--- config.mk ---
export PLATFORM = sky130hd
export DESIGN_NAME = ahb_master_engine
export DESIGN_NICKNAME = d
export VERILOG_FILES = /design/src/rtl/ahb_master_engine.sv
export SDC_FILE = /design/constraint.sdc
export NUM_CORES = 1
export LEC_CHECK = 0
export BUFFER_PORTS_ARGS = -buffer_cell sky130_fd_sc_hd__buf_2
export CORE_UTILIZATION = 54
export CTS_CLUSTER_SIZE = 16
export DETAILED_ROUTE_END_ITERATION = 12
export PLACE_DENSITY_LB_ADDON = 0.05
export SYNTH_ARGS = -nofsm -noshare
export SYNTH_HDL_FRONTEND = slang
export SYNTH_SLANG_ARGS = --single-unit
--- constraint.sdc ---
create_clock -name HCLK -period 4.4 [get_ports HCLK]
set_input_delay 0.22 -clock HCLK [delete_from_list [all_inputs] [get_ports HCLK]]
set_output_delay 0.22 -clock HCLK [all_outputs]
set_load 0.01 [all_outputs]
--- src/rtl/ahb_master_engine.sv ---
// AHB-Lite initiator: turns a valid/ready command stream into pipelined single-beat
// NONSEQ transfers, returning one in-order response per command, with a wait-state watchdog.
module ahb_master_engine #(
  parameter int ADDR_W   = 32,
  parameter int DATA_W   = 32,
  parameter int MAX_WAIT = 15
) (
  input  logic              HCLK,
  input  logic              reset,
  input  logic              cmd_valid,
  output logic              cmd_ready,
  input  logic              cmd_write,
  input  logic [ADDR_W-1:0] cmd_addr,
  input  logic [DATA_W-1:0] cmd_wdata,
  output logic              rsp_valid,
  output logic              rsp_write,
  output logic [DATA_W-1:0] rsp_rdata,
  output logic              rsp_err,
  output logic [ADDR_W-1:0] HADDR,
  output logic              HWRITE,
  output logic [1:0]        HTRANS,
  output logic [DATA_W-1:0] HWDATA,
  input  logic [DATA_W-1:0] HRDATA,
  input  logic              HREADY,
  output logic              busy
);

  localparam int CW = $clog2(MAX_WAIT);

  logic              a_vld_reg, a_vld_next;
  logic              a_write_reg, a_write_next;
  logic [ADDR_W-1:0] a_addr_reg, a_addr_next;
  logic [DATA_W-1:0] a_wdata_reg, a_wdata_next;
  logic              d_vld_reg, d_vld_next;
  logic              d_write_reg, d_write_next;
  logic [DATA_W-1:0] d_wdata_reg, d_wdata_next;
  logic              abt_reg, abt_next;
  logic [CW-1:0]     wait_cnt_reg, wait_cnt_next;
  logic              rsp_valid_reg, rsp_valid_next;
  logic              rsp_write_reg, rsp_write_next;
  logic [DATA_W-1:0] rsp_rdata_reg, rsp_rdata_next;
  logic              rsp_err_reg, rsp_err_next;

  logic timeout_now;
  logic accept;
  logic advance;
  logic complete;

  assign timeout_now = d_vld_reg && !HREADY && (wait_cnt_reg == CW'(MAX_WAIT - 1));
  assign cmd_ready   = !reset && !abt_reg && !timeout_now && (!a_vld_reg || HREADY);
  assign accept      = cmd_valid && cmd_ready;
  assign advance     = a_vld_reg && HREADY;
  assign complete    = d_vld_reg && HREADY;

  always_comb begin
    a_vld_next     = a_vld_reg;
    a_write_next   = a_write_reg;
    a_addr_next    = a_addr_reg;
    a_wdata_next   = a_wdata_reg;
    d_vld_next     = d_vld_reg;
    d_write_next   = d_write_reg;
    d_wdata_next   = d_wdata_reg;
    abt_next       = 1'b0;
    wait_cnt_next  = wait_cnt_reg;
    rsp_valid_next = 1'b0;
    rsp_write_next = rsp_write_reg;
    rsp_rdata_next = rsp_rdata_reg;
    rsp_err_next   = 1'b0;

    if (timeout_now) begin
      // Hung data phase: retire D with an error and park any address-phase command in ABORT
      d_vld_next     = 1'b0;
      wait_cnt_next  = '0;
      rsp_valid_next = 1'b1;
      rsp_write_next = d_write_reg;
      rsp_rdata_next = '0;
      rsp_err_next   = 1'b1;
      if (a_vld_reg) begin
        a_vld_next = 1'b0;
        abt_next   = 1'b1;
      end
    end else if (abt_reg) begin
      // a_write_reg still holds the aborted command since no accept can occur meanwhile
      rsp_valid_next = 1'b1;
      rsp_write_next = a_write_reg;
      rsp_rdata_next = '0;
      rsp_err_next   = 1'b1;
    end else begin
      if (complete) begin
        rsp_valid_next = 1'b1;
        rsp_write_next = d_write_reg;
        rsp_rdata_next = d_write_reg ? '0 : HRDATA;
        wait_cnt_next  = '0;
        d_vld_next     = 1'b0;
      end else if (d_vld_reg) begin
        wait_cnt_next = wait_cnt_reg + CW'(1);
      end else begin
        wait_cnt_next = '0;
      end

      if (advance) begin
        d_vld_next   = 1'b1;
        d_write_next = a_write_reg;
        d_wdata_next = a_wdata_reg;
        a_vld_next   = 1'b0;
      end

      if (accept) begin
        a_vld_next   = 1'b1;
        a_write_next = cmd_write;
        a_addr_next  = cmd_addr;
        a_wdata_next = cmd_wdata;
      end
    end
  end

  always_ff @(posedge HCLK) begin
    if (reset) begin
      a_vld_reg     <= 1'b0;
      a_write_reg   <= 1'b0;
      a_addr_reg    <= '0;
      a_wdata_reg   <= '0;
      d_vld_reg     <= 1'b0;
      d_write_reg   <= 1'b0;
      d_wdata_reg   <= '0;
      abt_reg       <= 1'b0;
      wait_cnt_reg  <= '0;
      rsp_valid_reg <= 1'b0;
      rsp_write_reg <= 1'b0;
      rsp_rdata_reg <= '0;
      rsp_err_reg   <= 1'b0;
    end else begin
      a_vld_reg     <= a_vld_next;
      a_write_reg   <= a_write_next;
      a_addr_reg    <= a_addr_next;
      a_wdata_reg   <= a_wdata_next;
      d_vld_reg     <= d_vld_next;
      d_write_reg   <= d_write_next;
      d_wdata_reg   <= d_wdata_next;
      abt_reg       <= abt_next;
      wait_cnt_reg  <= wait_cnt_next;
      rsp_valid_reg <= rsp_valid_next;
      rsp_write_reg <= rsp_write_next;
      rsp_rdata_reg <= rsp_rdata_next;
      rsp_err_reg   <= rsp_err_next;
    end
  end

  // Slot A address/direction registers only load on accept, so they hold through waits and idle
  assign HTRANS    = a_vld_reg ? 2'b10 : 2'b00;
  assign HADDR     = a_addr_reg;
  assign HWRITE    = a_write_reg;
  assign HWDATA    = d_wdata_reg;
  assign rsp_valid = rsp_valid_reg;
  assign rsp_write = rsp_write_reg;
  assign rsp_rdata = rsp_rdata_reg;
  assign rsp_err   = rsp_err_reg;
  assign busy      = a_vld_reg || d_vld_reg || abt_reg;

endmodule

==> results of run 1 <==
[power breakdown]
group / switching (uW) / internal, uW / total, uW
logic: 153 / 177 / 330
clock network: 541 / 882 / 1420
registers: 29.8 / 1320 / 1350
[kinds of logic after synthesis]
kind of cell | Yosys count | synth area share, %
simple gates | 290 | 27.79
flops | 140 | 47.66
compound gates | 80 | 7.575
mux | 65 | 11.06
buf+inv | 56 | 5.425
fa+ha+maj | 2 | 0.4255
other cells | 1 | 0.06377
[per-stage QoR]
stage               hold slack (ps)  util (%)  setup slack (ps)
floorplan                     374.9         -              2620
global placement              434.5     64.98              1894
detailed placement            441.8     64.98              1810
CTS                        0.008271     78.90              1659
global route                  3.289     78.90              1519
finish                        12.97     78.90              1668
[final timing paths]
check / cells after the start / to / slack (ps) / startpoint
max reg2reg: 6 / HADDR[13] / 1860 / wait_cnt_reg[0]
min reg2reg: 2 / rsp_rdata[9] / 450 / rsp_rdata[9]
max: 6 / cmd_ready / 1670 / wait_cnt_reg[0]
min: 3 / a_wdata_reg[9] / 10 / cmd_wdata[9]
[per-layer routing]
layer / vias to the layer above / global-route usage [%]
met5: - / 0
met4: 0 / 9.921
met3: 28 / 7.971
met2: 193 / 45.45
met1: 2417 / 30.31
li1: 2629 / -
[cell type report]
type | count | area, sq um | share of cell area [%]
Sequential cell | 140 | 2803 | 33.95
Clock inverter | 12 | 163.9 | 1.985
Timing Repair Buffer | 294 | 1917 | 23.22
Tap cell | 136 | 170.2 | 2.061
Inverter | 3 | 11.26 | 0.1364
Multi-Input combinational cell | 438 | 2759 | 33.42
Clock buffer | 19 | 431.7 | 5.229
[synthesized netlist by cell type (4+ instances only)]
| cell type | count |
|---|---|
| dfxtp_1 | 140 |
| nand2b_1 | 133 |
| nand2_1 | 103 |
| a21oi_1 | 71 |
| mux2i_1 | 65 |
| clkbuf_1 | 33 |
| nand4b_1 | 32 |
| buf_2 | 7 |
| nor2_1 | 6 |
| buf_12 | 5 |
| buf_1 | 4 |
[critical path, stage by stage (launching register included)]
cell and delay [ps]:
dfxtp_1 380, inv_1 60, ha_1 210, and3_4 210, a211o_1 670, nor2_1 300
buf_2 180
==> qor.yml, run 1 <==
maxSlewHeadroom_pct: 26.63
wl_per_cell_um: 14.14
vias: 5267
yosys_warnings: 0
synth.avg_cell_area_sq_um: 9.275
path_max_fanout: 33
skew_ps: 11.44
gp_congestion: 0.8174
status: "complete, no violations"
finalNetCount: 997
hold_buffers: 86
hold_violations: 0
grt_pass1_vias: 5093
rsz0062_at_grt: "no"
synth_area_sq_mm: 0.005881
drv_slew: 0
synth-main-ff-cell: "dfxtp_1"
start_kind: "flop"
drtPass1Iterations: 5
port_buffers: 203
synth_area_leader_cell: "dfxtp_1"
final_common_cell: "buf_2"
max_freq_ghz: 0.3660
ir_worst_vdd_mv: 0.2087
numCtsBuffers: 17
drc_errors: 0
ys_types: 36
cp-end-kind: "output pin"
syn_nets: 737
antenna_found_initial: 0
rows: 37
tritoncts: "done"
die_w_um: 106.4
antenna_cells: 0
post-cts-setup-buffers: 0
timing.final.crit_share_pct: 62.09
routed_wl_mm: 14.73
grt_pass1_wl_mm: 23.64
setup_viol: 0
design_area_sq_mm: 0.008255
fin_tns_setup_ps: 0
cts-root-buf: "clkbuf_8"
dp_cells: 925
via_per_inst: 5.055
synth_edf_count: 0
io_pins: 205
synthToLayoutAreaGrowth_pct: 40.38
drt_iter0_drc: 333
worst_pin_slew_ps: 1100
ant_nets: 0
design.core.area_sq_mm: 0.01046
yosys-top-cells-area: "dfxtp_1, nand2b_1, mux2i_1"
die_h_um: 106.4
path_class: "flop to output pin"
final_cell_mix: "buf_2, dfxtp_1, nand2b_1"
hold_class: "input port to flop"
gr-total-overflow: 0
clock_sinks: 140
ys_ff_latch: 140
clkTransAtPathRegs_ps: 60
met3_length_um: 982
totalPowerFinal_uw: 3103
p_per_area_mw_per_mm2: 375.9
cts-resized-gates: 0
fillCellCount: 734
netlist_instances: 634
placed_area_sq_mm: 0.006799
cts_buffer_depth: 2
dpl.hpwl_mm: 8.534
fin_crit_ps: 2732
start_util_pct: 56.21
drv_cap: 0
dieArea_sq_mm: 0.01131
required_ps: 4180
wl_met2_mm: 7.282
ys_seq_area_share_pct: 47.66
leakagePower_uw: 0.003618
top_layer: "met4"
grt_max_degree: 113
drive_above_1_share_pct: 26.71
synthArstFlopShare_pct: 0
track_usage_pct: 26.27
arrival_ps: 2510
cts_htree_levels: 4
drt-met1-wl_mm: 6.163
synth_top_area_share_pct: 47.66
fin_cells: 1042
clk-insertion-delay-late_ps: 510
(Power assumes the default switching activity.)
==> run 2, diff against run 1 <==
--- a/config.mk
+++ b/config.mk
@@ -5,8 +5,9 @@
 export SDC_FILE = /design/constraint.sdc
 export NUM_CORES = 1
 export LEC_CHECK = 0
+export ABC_AREA = 1
 export BUFFER_PORTS_ARGS = -buffer_cell sky130_fd_sc_hd__buf_2
-export CORE_UTILIZATION = 54
+export CORE_UTILIZATION = 44
 export CTS_CLUSTER_SIZE = 16
 export DETAILED_ROUTE_END_ITERATION = 12
 export PLACE_DENSITY_LB_ADDON = 0.05
==> constraint.sdc (replaced) <==
create_clock -name HCLK -period 2.5 [get_ports HCLK]
set_input_delay 0.125 -clock HCLK [delete_from_list [all_inputs] [get_ports HCLK]]
set_output_delay 0.125 -clock HCLK [all_outputs]
set_load 0.01 [all_outputs]
==> run 2 against run 1 <==
  * Clock power increased by 61%
  * Hold slack improved by 130 ps
  * Sequential share of layout area increased by 1.3 points
  * Clock skew increased by 0.68 ps
  * Global-route usage decreased by 3.6 points
  * Core utilization decreased by 12 points
  * Design area decreased by 3.8%
  * Via count increased by 2.5%
  * Total power increased by 70%
  * Cell count increased by 13%
  * Setup slack got worse by 1300 ps
  * Critical path type is now flop to flop
  * Largest cell class unchanged
  * Largest power group is now sequential cells
==> qor.yml, run 2 <==
status: "complete, no violations"
cp-end-kind: "flop"
fin_crit_ps: 2154
setup_viol: 0
antenna_found_initial: 0
synth_compound_area_share_pct: 10.13
synthArstFlopShare_pct: 0
synth_top_family_by_area: "simple AND/OR/NAND/NOR gates"
worst_pin_slew_ps: 919.3
hold_violations: 0
grt_pass1_wl_mm: 22.91
worstPathCellList: "inv_1, ha_1, inv_1, nor2_1, nand2_2, nand4_4, buf_12, nand2_1, nand2_1, nor2_1"
synth-main-ff-cell: "dfxtp_1"
synthTopCellsByCount: "nand2_1, dfxtp_1, nor2_1"
ir_worst_vdd_mv: 0.4653
drv_slew: 0
rows: 40
cts_htree_levels: 4
path_buf_inv: 3
grt_pass1_vias: 5112
synth.avg_cell_area_sq_um: 7.314
cp_slowest_cell: "nand4_4"
grt_busiest_layer: "met2"
rsz0062_at_grt: "no"
required_ps: 2840
synth_mux_area_share_pct: 0
cts-root-buf: "clkbuf_16"
port_buffers: 203
drv_cap: 0
drc_errors: 0
synth-simple-area-share_pct: 26.73
synthToLayoutAreaGrowth_pct: 47.20
synth_top_area_share_pct: 51.92
ys_ff_latch: 140
ys_types: 28
numCtsBuffers: 17
path_delay_family: "simple AND/OR/NAND/NOR gates"
ys_seq_area_share_pct: 51.92
yosysMostFrequentCell: "nand2_1"
clkTransAtPathRegs_ps: 50
synthAdderAreaFrac_pct: 0.4636
arrival_ps: 2500
synth_area_sq_mm: 0.005398
cts_buffer_depth: 2
fin_tns_setup_ps: 0
yosys-top-cells-area: "dfxtp_1, nand2_1, nor2_1"
path_max_fanout: 41
die_w_um: 112.8
netlist_instances: 738
design.core.area_sq_mm: 0.01196
skew_ps: 12.12
p_per_area_mw_per_mm2: 664.1
synth_area_leader_cell: "dfxtp_1"
final_cell_mix: "buf_2, nand2_1, dfxtp_1, nor2_1, dlygate4sd3_1"
yosys.area_share.xor_xnor_pct: 0
via_per_inst: 4.585
dpl.hpwl_mm: 8.551
start_util_pct: 45.13
tritoncts: "done"
track_usage_pct: 22.71
clk-insertion-delay-late_ps: 420
start_kind: "flop"
drive_above_1_share_pct: 23.50
max_freq_ghz: 0.4642
yosys_warnings: 0
synth_edf_count: 0
timing.final.crit_share_pct: 86.18
finalNetCount: 1123
antenna_cells: 0
dieArea_sq_mm: 0.01271
grt.met1_usage_pct: 26.01
leakagePower_uw: 0.004037
hold_class: "input port to flop"
wl_per_cell_um: 12.02
drtPass1Iterations: 4
maxSlewHeadroom_pct: 38.33
syn_nets: 841
grt_max_degree: 68
slowest_delay_ps: 550
gr-total-overflow: 0
met2_usage_pct: 39.30
ant_nets: 0
vias: 5397
use_met3_pct: 6.320
final_common_cell: "buf_2"
die_h_um: 112.8
clock_sinks: 140
gp_congestion: 0.7645
drt_iter0_drc: 248
io_pins: 205
path_class: "flop to flop"
routed_wl_mm: 14.15
fin_util_pct: 66.42
[run 2: area by class of cell]
class	count	area, sq um
multi-input cells	473	2023
fillers	997	4016
clock buffers	27	493.0
repair buffers	310	2115
flip-flops and latches	140	2803
clock inverters	2	35.03
well taps	147	183.9
inverters	78	292.8
[run 2: stage by stage]
step	power (uW)	setup slack (ps)	cell area, sq um	hold WS, ps	std cells
6_report	5276	345.5	7945	139.7	1177
5_1_grt	5519	120.6	7945	149.0	1177
4_1_cts	5325	368.6	7945	119.1	1177
3_5_place_dp	2919	389.6	6436	353.1	1050
3_3_place_gp	2905	485.5	6436	344.9	1050
2_1_floorplan	2724	1074	5398	194.1	738
[run 2: layer usage]
layer / share of wire [%] / up-vias
met1: 45 / 2377
met3: 5.9 / 14
met2: 48 / 179
met4: 1.2 / 0
li1: - / 2827
met5: 0 / -
[run 2: kinds of logic after synthesis]
| logic type | Yosys count |
|---|---|
| buffers and inverters | 125 |
| DFF | 140 |
| and+or+nand+nor | 362 |
| AOI/OAI and AO/OA | 108 |
| other | 1 |
| adders and majority gates | 2 |
[run 2: path summary, 6_finish.rpt]
path	slack, ps	depth (start not counted)	end	startpoint
setup / recovery	350	10	HADDR[13]	wait_cnt_reg[0]
hold / removal	140	4	d_vld_reg	HREADY
setup reg to reg	350	10	HADDR[13]	wait_cnt_reg[0]
hold reg to reg	450	2	HWDATA[22]	a_wdata_reg[22]
[run 2: tightest hold or removal path, stage by stage]
cell and delay [ps]:
buf_2 110, nand2_1 120, nand2_1 80, a21oi_1 60
[run 2: power breakdown]
group	switching, uW	total (uW)	internal [uW]
clock	846	2280	1430
combinational	319	620	301
sequential	42.7	2380	2340
[run 2: what timing repair did]
action                                  in CTS  in global routing
hold endpoints to repair                   100                  0
setup buffers                                0                  0
endpoints found under the setup margin       0                  0
hold buffers                                98                  0
resized for setup                            0                  0
